File: src/rtl/wb_regfile_stage.sv
// Writeback stage: 2-entry skid buffer feeding a register file, with forwarding read ports.
// Optional build macro WB_ZERO_REG_EN hardwires register 0 to zero.
module wb_regfile_stage #(
    parameter int DATA_W = 32,
    parameter int ADDR_W = 4
) (
    input  logic              clk,
    input  logic              rst,
    input  logic              in_valid,
    output logic              in_ready,
    input  logic [DATA_W-1:0] in_data,
    input  logic [ADDR_W-1:0] in_rd,
    input  logic              in_we,
    input  logic              wb_stall,
    input  logic [ADDR_W-1:0] rd_addr_a,
    output logic [DATA_W-1:0] rd_data_a,
    input  logic [ADDR_W-1:0] rd_addr_b,
    output logic [DATA_W-1:0] rd_data_b,
    output logic              commit_valid,
    output logic [ADDR_W-1:0] commit_rd,
    output logic [DATA_W-1:0] commit_data
);

    localparam int NUM_REGS = 1 << ADDR_W;

    logic [DATA_W-1:0] buf_data [2];
    logic [ADDR_W-1:0] buf_rd   [2];
    logic              buf_we   [2];
    logic              wr_ptr;
    logic              rd_ptr;
    logic [1:0]        count;

    logic [DATA_W-1:0] regs [NUM_REGS];

    logic push;
    logic pop;
    logic head_write;
    logic head_fwd;
    logic tail_fwd;

    assign in_ready = !rst && (count != 2'd2);
    assign push     = in_valid && in_ready;
    assign pop      = (count != 2'd0) && !wb_stall;

`ifdef WB_ZERO_REG_EN
    assign head_write = buf_we[rd_ptr] && (buf_rd[rd_ptr] != '0);
`else
    assign head_write = buf_we[rd_ptr];
`endif

    // The tail (younger) entry only exists when both slots are occupied.
    assign head_fwd = (count != 2'd0) && buf_we[rd_ptr];
    assign tail_fwd = (count == 2'd2) && buf_we[~rd_ptr];

    // NOTE: every output gets a default first so no path leaves it unassigned (no latch).
    always_comb begin
        rd_data_a = regs[rd_addr_a];
        if (head_fwd && buf_rd[rd_ptr] == rd_addr_a)
            rd_data_a = buf_data[rd_ptr];
        if (tail_fwd && buf_rd[~rd_ptr] == rd_addr_a)
            rd_data_a = buf_data[~rd_ptr];

        rd_data_b = regs[rd_addr_b];
        if (head_fwd && buf_rd[rd_ptr] == rd_addr_b)
            rd_data_b = buf_data[rd_ptr];
        if (tail_fwd && buf_rd[~rd_ptr] == rd_addr_b)
            rd_data_b = buf_data[~rd_ptr];

`ifdef WB_ZERO_REG_EN
        if (rd_addr_a == '0)
            rd_data_a = '0;
        if (rd_addr_b == '0)
            rd_data_b = '0;
`endif
    end

    // NOTE: buffer payload is left unreset since count gates its use; only the
    // register file is cleared because reads after reset must return zero.
    always_ff @(posedge clk) begin
        if (push) begin
            buf_data[wr_ptr] <= in_data;
            buf_rd[wr_ptr]   <= in_rd;
            buf_we[wr_ptr]   <= in_we;
        end
    end

    // NOTE: sequential state uses non-blocking assignments so every read sees pre-edge values.
    always_ff @(posedge clk) begin
        if (rst) begin
            count        <= 2'd0;
            wr_ptr       <= 1'b0;
            rd_ptr       <= 1'b0;
            commit_valid <= 1'b0;
            commit_rd    <= '0;
            commit_data  <= '0;
            for (int i = 0; i < NUM_REGS; i++)
                regs[i] <= '0;
        end else begin
            commit_valid <= 1'b0;
            if (push)
                wr_ptr <= ~wr_ptr;
            if (pop) begin
                rd_ptr <= ~rd_ptr;
                if (head_write) begin
                    regs[buf_rd[rd_ptr]] <= buf_data[rd_ptr];
                    commit_valid         <= 1'b1;
                    commit_rd            <= buf_rd[rd_ptr];
                    commit_data          <= buf_data[rd_ptr];
                end
            end
            count <= count + 2'(push) - 2'(pop);
        end
    end

endmodule

File: config.mk
export PLATFORM = sky130hd
export DESIGN_NAME = wb_regfile_stage
export DESIGN_NICKNAME = d
export VERILOG_FILES = /design/src/rtl/wb_regfile_stage.sv
export SDC_FILE = /design/constraint.sdc
export NUM_CORES = 1
export LEC_CHECK = 0
export BUFFER_PORTS_ARGS = -buffer_cell sky130_fd_sc_hd__buf_2
export CORE_MARGIN = 4
export CORE_UTILIZATION = 60
export DETAILED_ROUTE_END_ITERATION = 10
export GPL_TIMING_DRIVEN = 0
export HOLD_SLACK_MARGIN = 0.03
export PLACE_DENSITY_LB_ADDON = 0.12
export SLEW_MARGIN = 20
export SYNTH_ARGS = -nofsm -noshare
export SYNTH_HDL_FRONTEND = slang
export SYNTH_SLANG_ARGS = --single-unit
export TNS_END_PERCENT = 1
File: constraint.sdc
create_clock -name clk -period 4.1 [get_ports clk]
set_input_delay 1.025 -clock clk [delete_from_list [all_inputs] [get_ports clk]]
set_output_delay 1.025 -clock clk [all_outputs]
set_load 0.01 [all_outputs]
==> summary.txt <==
Max Fclk -> 0.237 GHz
clk sinks -> 628
Netlist Area Pre-Place -> 31800 um^2
Root Driver -> clkbuf_16
relative slew slack -> 0.234
nature of the critical path startpoint -> flip-flop
largest net degree at the start of global routing -> 33
area of the multi-input gates -> 12900 um^2
Synth Register Bits -> 628
area delta synth->final -> 16.0%
Tmin final -> 4.23 ns
Static Leak -> 0.0134 uW
failing checks -> negative setup slack
fin crit share -> 1.03
Clock Tree Buf Depth -> 3
Yosys warning count -> 0
placed cells -> 3198
Hold-fix buffers, CTS -> 0
Final HPWL DP -> 70.7 mm
final setup vio count -> 26
NumNets Final -> 2634
Vias -> 22600
Clock Latency Late Sink -> 0.62 ns
Max FO, Critical Path -> 10
post-synthesis mux area share -> 0.206
simple-gate portion of the synthesized area -> 0.109
post-synth top area cell -> edfxtp_1
post-route cell area -> 36900 um^2
outcome -> complete, but fails checks
clock skew -> 0.0278 ns
# rows -> 84
number of distinct library cells after synthesis -> 44
routed wire length -> 95.4 mm
CORE AREA -> 52600 um^2
Routed Antenna Nets -> 0
Synth Area in XOR/XNOR -> 0.00550
final hold viol count -> 0
number of synthesized flops with an enable pin -> 586
cell area power density -> 455 nW/um^2
GRT Overall Usage -> 0.333
Synth Area in Compound Gates -> 0.0662
vias per std cell -> 6.81
register area share after synthesis -> 0.579
worst setup margin -> -0.126 ns
FILL cells -> 3522
max-cap viol count -> 0
# DRC -> 0
total gr overflow -> 0
Die Footprint -> 56800 um^2
number of antenna violations at the first check in global routing -> 1
Synth area leaders -> edfxtp_1, mux4_2, nor2_1
first-pass GRT wire length -> 139 mm
Post-Synth Adder-Cell Area -> 0.000786
CTS buffer count -> 67
drt first-iter violations -> 3291
die width -> 238 um
GP Congestion -> 0.987
DIE HEIGHT -> 238 um
Area after DPL -> 33900 um^2
layout cells sized above 1 -> 0.308
Reg area -> 18400 um^2
Main synth FF type -> edfxtp_1
num ports -> 151
H-tree depth -> 3
worst-margin pin slew -> 1.12 ns
CTS tree -> done
Crit. End Element -> primary output
crit path DAT -> 3.20 ns
Clock transition at path regs -> 0.06 ns
Peak VDD IR -> 0.297 mV
vias in the first global route -> 22200
Syn Nets -> 2397
drt first pass iters -> 6
RSZ-0062 raised after global routing -> true
Setup CP Type -> reg2out
Gate Count Post-Synth -> 2346
worst slack at placement -> -0.605 ns
non-filler cells, final -> 3322
combinational family with the most area after synthesis -> multiplexers
CP Data Required Time -> 3.07 ns
top cell type's share of synthesized area -> 0.553
Hold WS -> 0.497 ns
Starting Density -> 0.606
routed length per instance -> 28.7 um
syn_area_per_cell -> 13.6 um^2
ys async rst share -> 0
Max Transition Viols Final -> 0
Antenna Cells -> 0
Hold Path Class -> reg2reg
Port Buf Inserts -> 147
## layout make-up
class / count / area share
Multi-Input combinational cell: 1475 / 0.349
Clock inverter: 34 / 0.00678
Inverter: 5 / 0.000508
Buffer: 237 / 0.0381
Timing Repair Buffer: 169 / 0.0330
Sequential cell: 628 / 0.499
Clock buffer: 86 / 0.0496
Tap cell: 688 / 0.0233
## Yosys cell counts (34+ instances only)
cell type and n:
edfxtp_1 586, nor2_1 567, mux4_2 256, clkbuf_1 153
a22oi_1 129, nand2_1 82, buf_2 59, dfxtp_1 42
mux2i_1 38, a211oi_1 36, nand3_1 34
## cell families (layout without fill, tap and decap cells)
| logic type | Yosys count | count (layout) |
|---|---|---|
| xor+xnor | 20 | 20 |
| flops | 628 | 628 |
| compound gates | 300 | 300 |
| fa+ha+maj | 2 | 2 |
| mux | 330 | 330 |
| buf+inv | 243 | 531 |
| simple gates | 823 | 823 |
## sequential cells by signal, summed over array words and instances (netlist names), named ones only
| register | count |
|---|---|
| regs | 512 |
| buf_data | 64 |
| commit_data | 32 |
| buf_rd | 8 |
| commit_rd | 4 |
| buf_we | 2 |
| count | 2 |
| commit_valid | 1 |
| rd_ptr | 1 |
| wr_ptr | 1 |
## path summary, 6_finish.rpt
check	start	endpoint	slack, ns	cells after the start
setup / recovery	rd_ptr	rd_data_b[21]	-0.13	9
hold reg to reg	commit_data[14]	commit_data[14]	0.50	2
hold / removal	commit_data[14]	commit_data[14]	0.50	2
setup reg to reg	flip-flop	regs[14][11]	0.83	8
## per-layer routing
metal / track usage / vias to the layer above / routed length [um]
li1: - / 9504 / -
met2: 0.497 / 1656 / 43100
met3: 0.0935 / 201 / 13700
met1: 0.479 / 11300 / 35000
met4: 0.123 / 0 / 3640
met5: 0 / - / 0
## cells in the final DEF, fill, tap and decap left out, types with 13 or more instances in the layout
cell       netlist  routed
clkbuf_16        0      70
clkbuf_4         0      22
a21oi_1         33      32
a211oi_1        36      36
and3_1          33      32
a22oi_2          0      57
mux4_2         256     256
nand2_1         82      79
buf_6            5      14
or3_1           32      32
mux2i_2          5      33
nor3_1          33      33
clkbuf_1       153     128
edfxtp_1       586     586
o21ai_0         32      32
buf_16           0      14
buf_2           59     177
nand3_1         34      33
buf_4            8      15
a22oi_1        129      72
a31oi_1         32      23
dfxtp_1         42      42
nand2b_2         0      17
nor2_1         567     563
clkbuf_2         0      24
clkinv_2         0      13
mux2_2          31      31
o31ai_1         22      21
## where the power goes
part           total [uW]  switching [uW]  internal [uW]  leakage [uW]
registers            7530             187           7340       0.00631
clock network        5890            2590           3300       0.00103
logic                3400            2190           1210       0.00608
## per-stage QoR
step	power (uW)	utilization	setup TNS, ns
6_report	16800	0.703	-1.33
5_1_grt	17300	0.703	-2.33
4_1_cts	16600	0.695	-0.951
3_5_place_dp	10800	0.646	-27.98
3_3_place_gp	10600	0.636	-87.25
2_1_floorplan	9560	-	0
## worst max-delay path, cell delays in order (launching register included)
cell and delay, ns:
dfxtp_1 0.40, buf_6 0.19, mux2i_2 0.31, xor2_1 0.21, nand3b_1 0.24, or2_1 0.28, buf_1 0.21, buf_4 0.26
a31oi_1 0.27, buf_2 0.20
## timing repair
item | in CTS | in global routing
hold endpoints to repair | 0 | 0
setup endpoints to repair | 64 | 64
pin swaps | 1 | 6
gates resized for setup | 154 | 113
buffers inserted | 1 | 4
No activity file was read; power rests on OpenSTA's default activity.
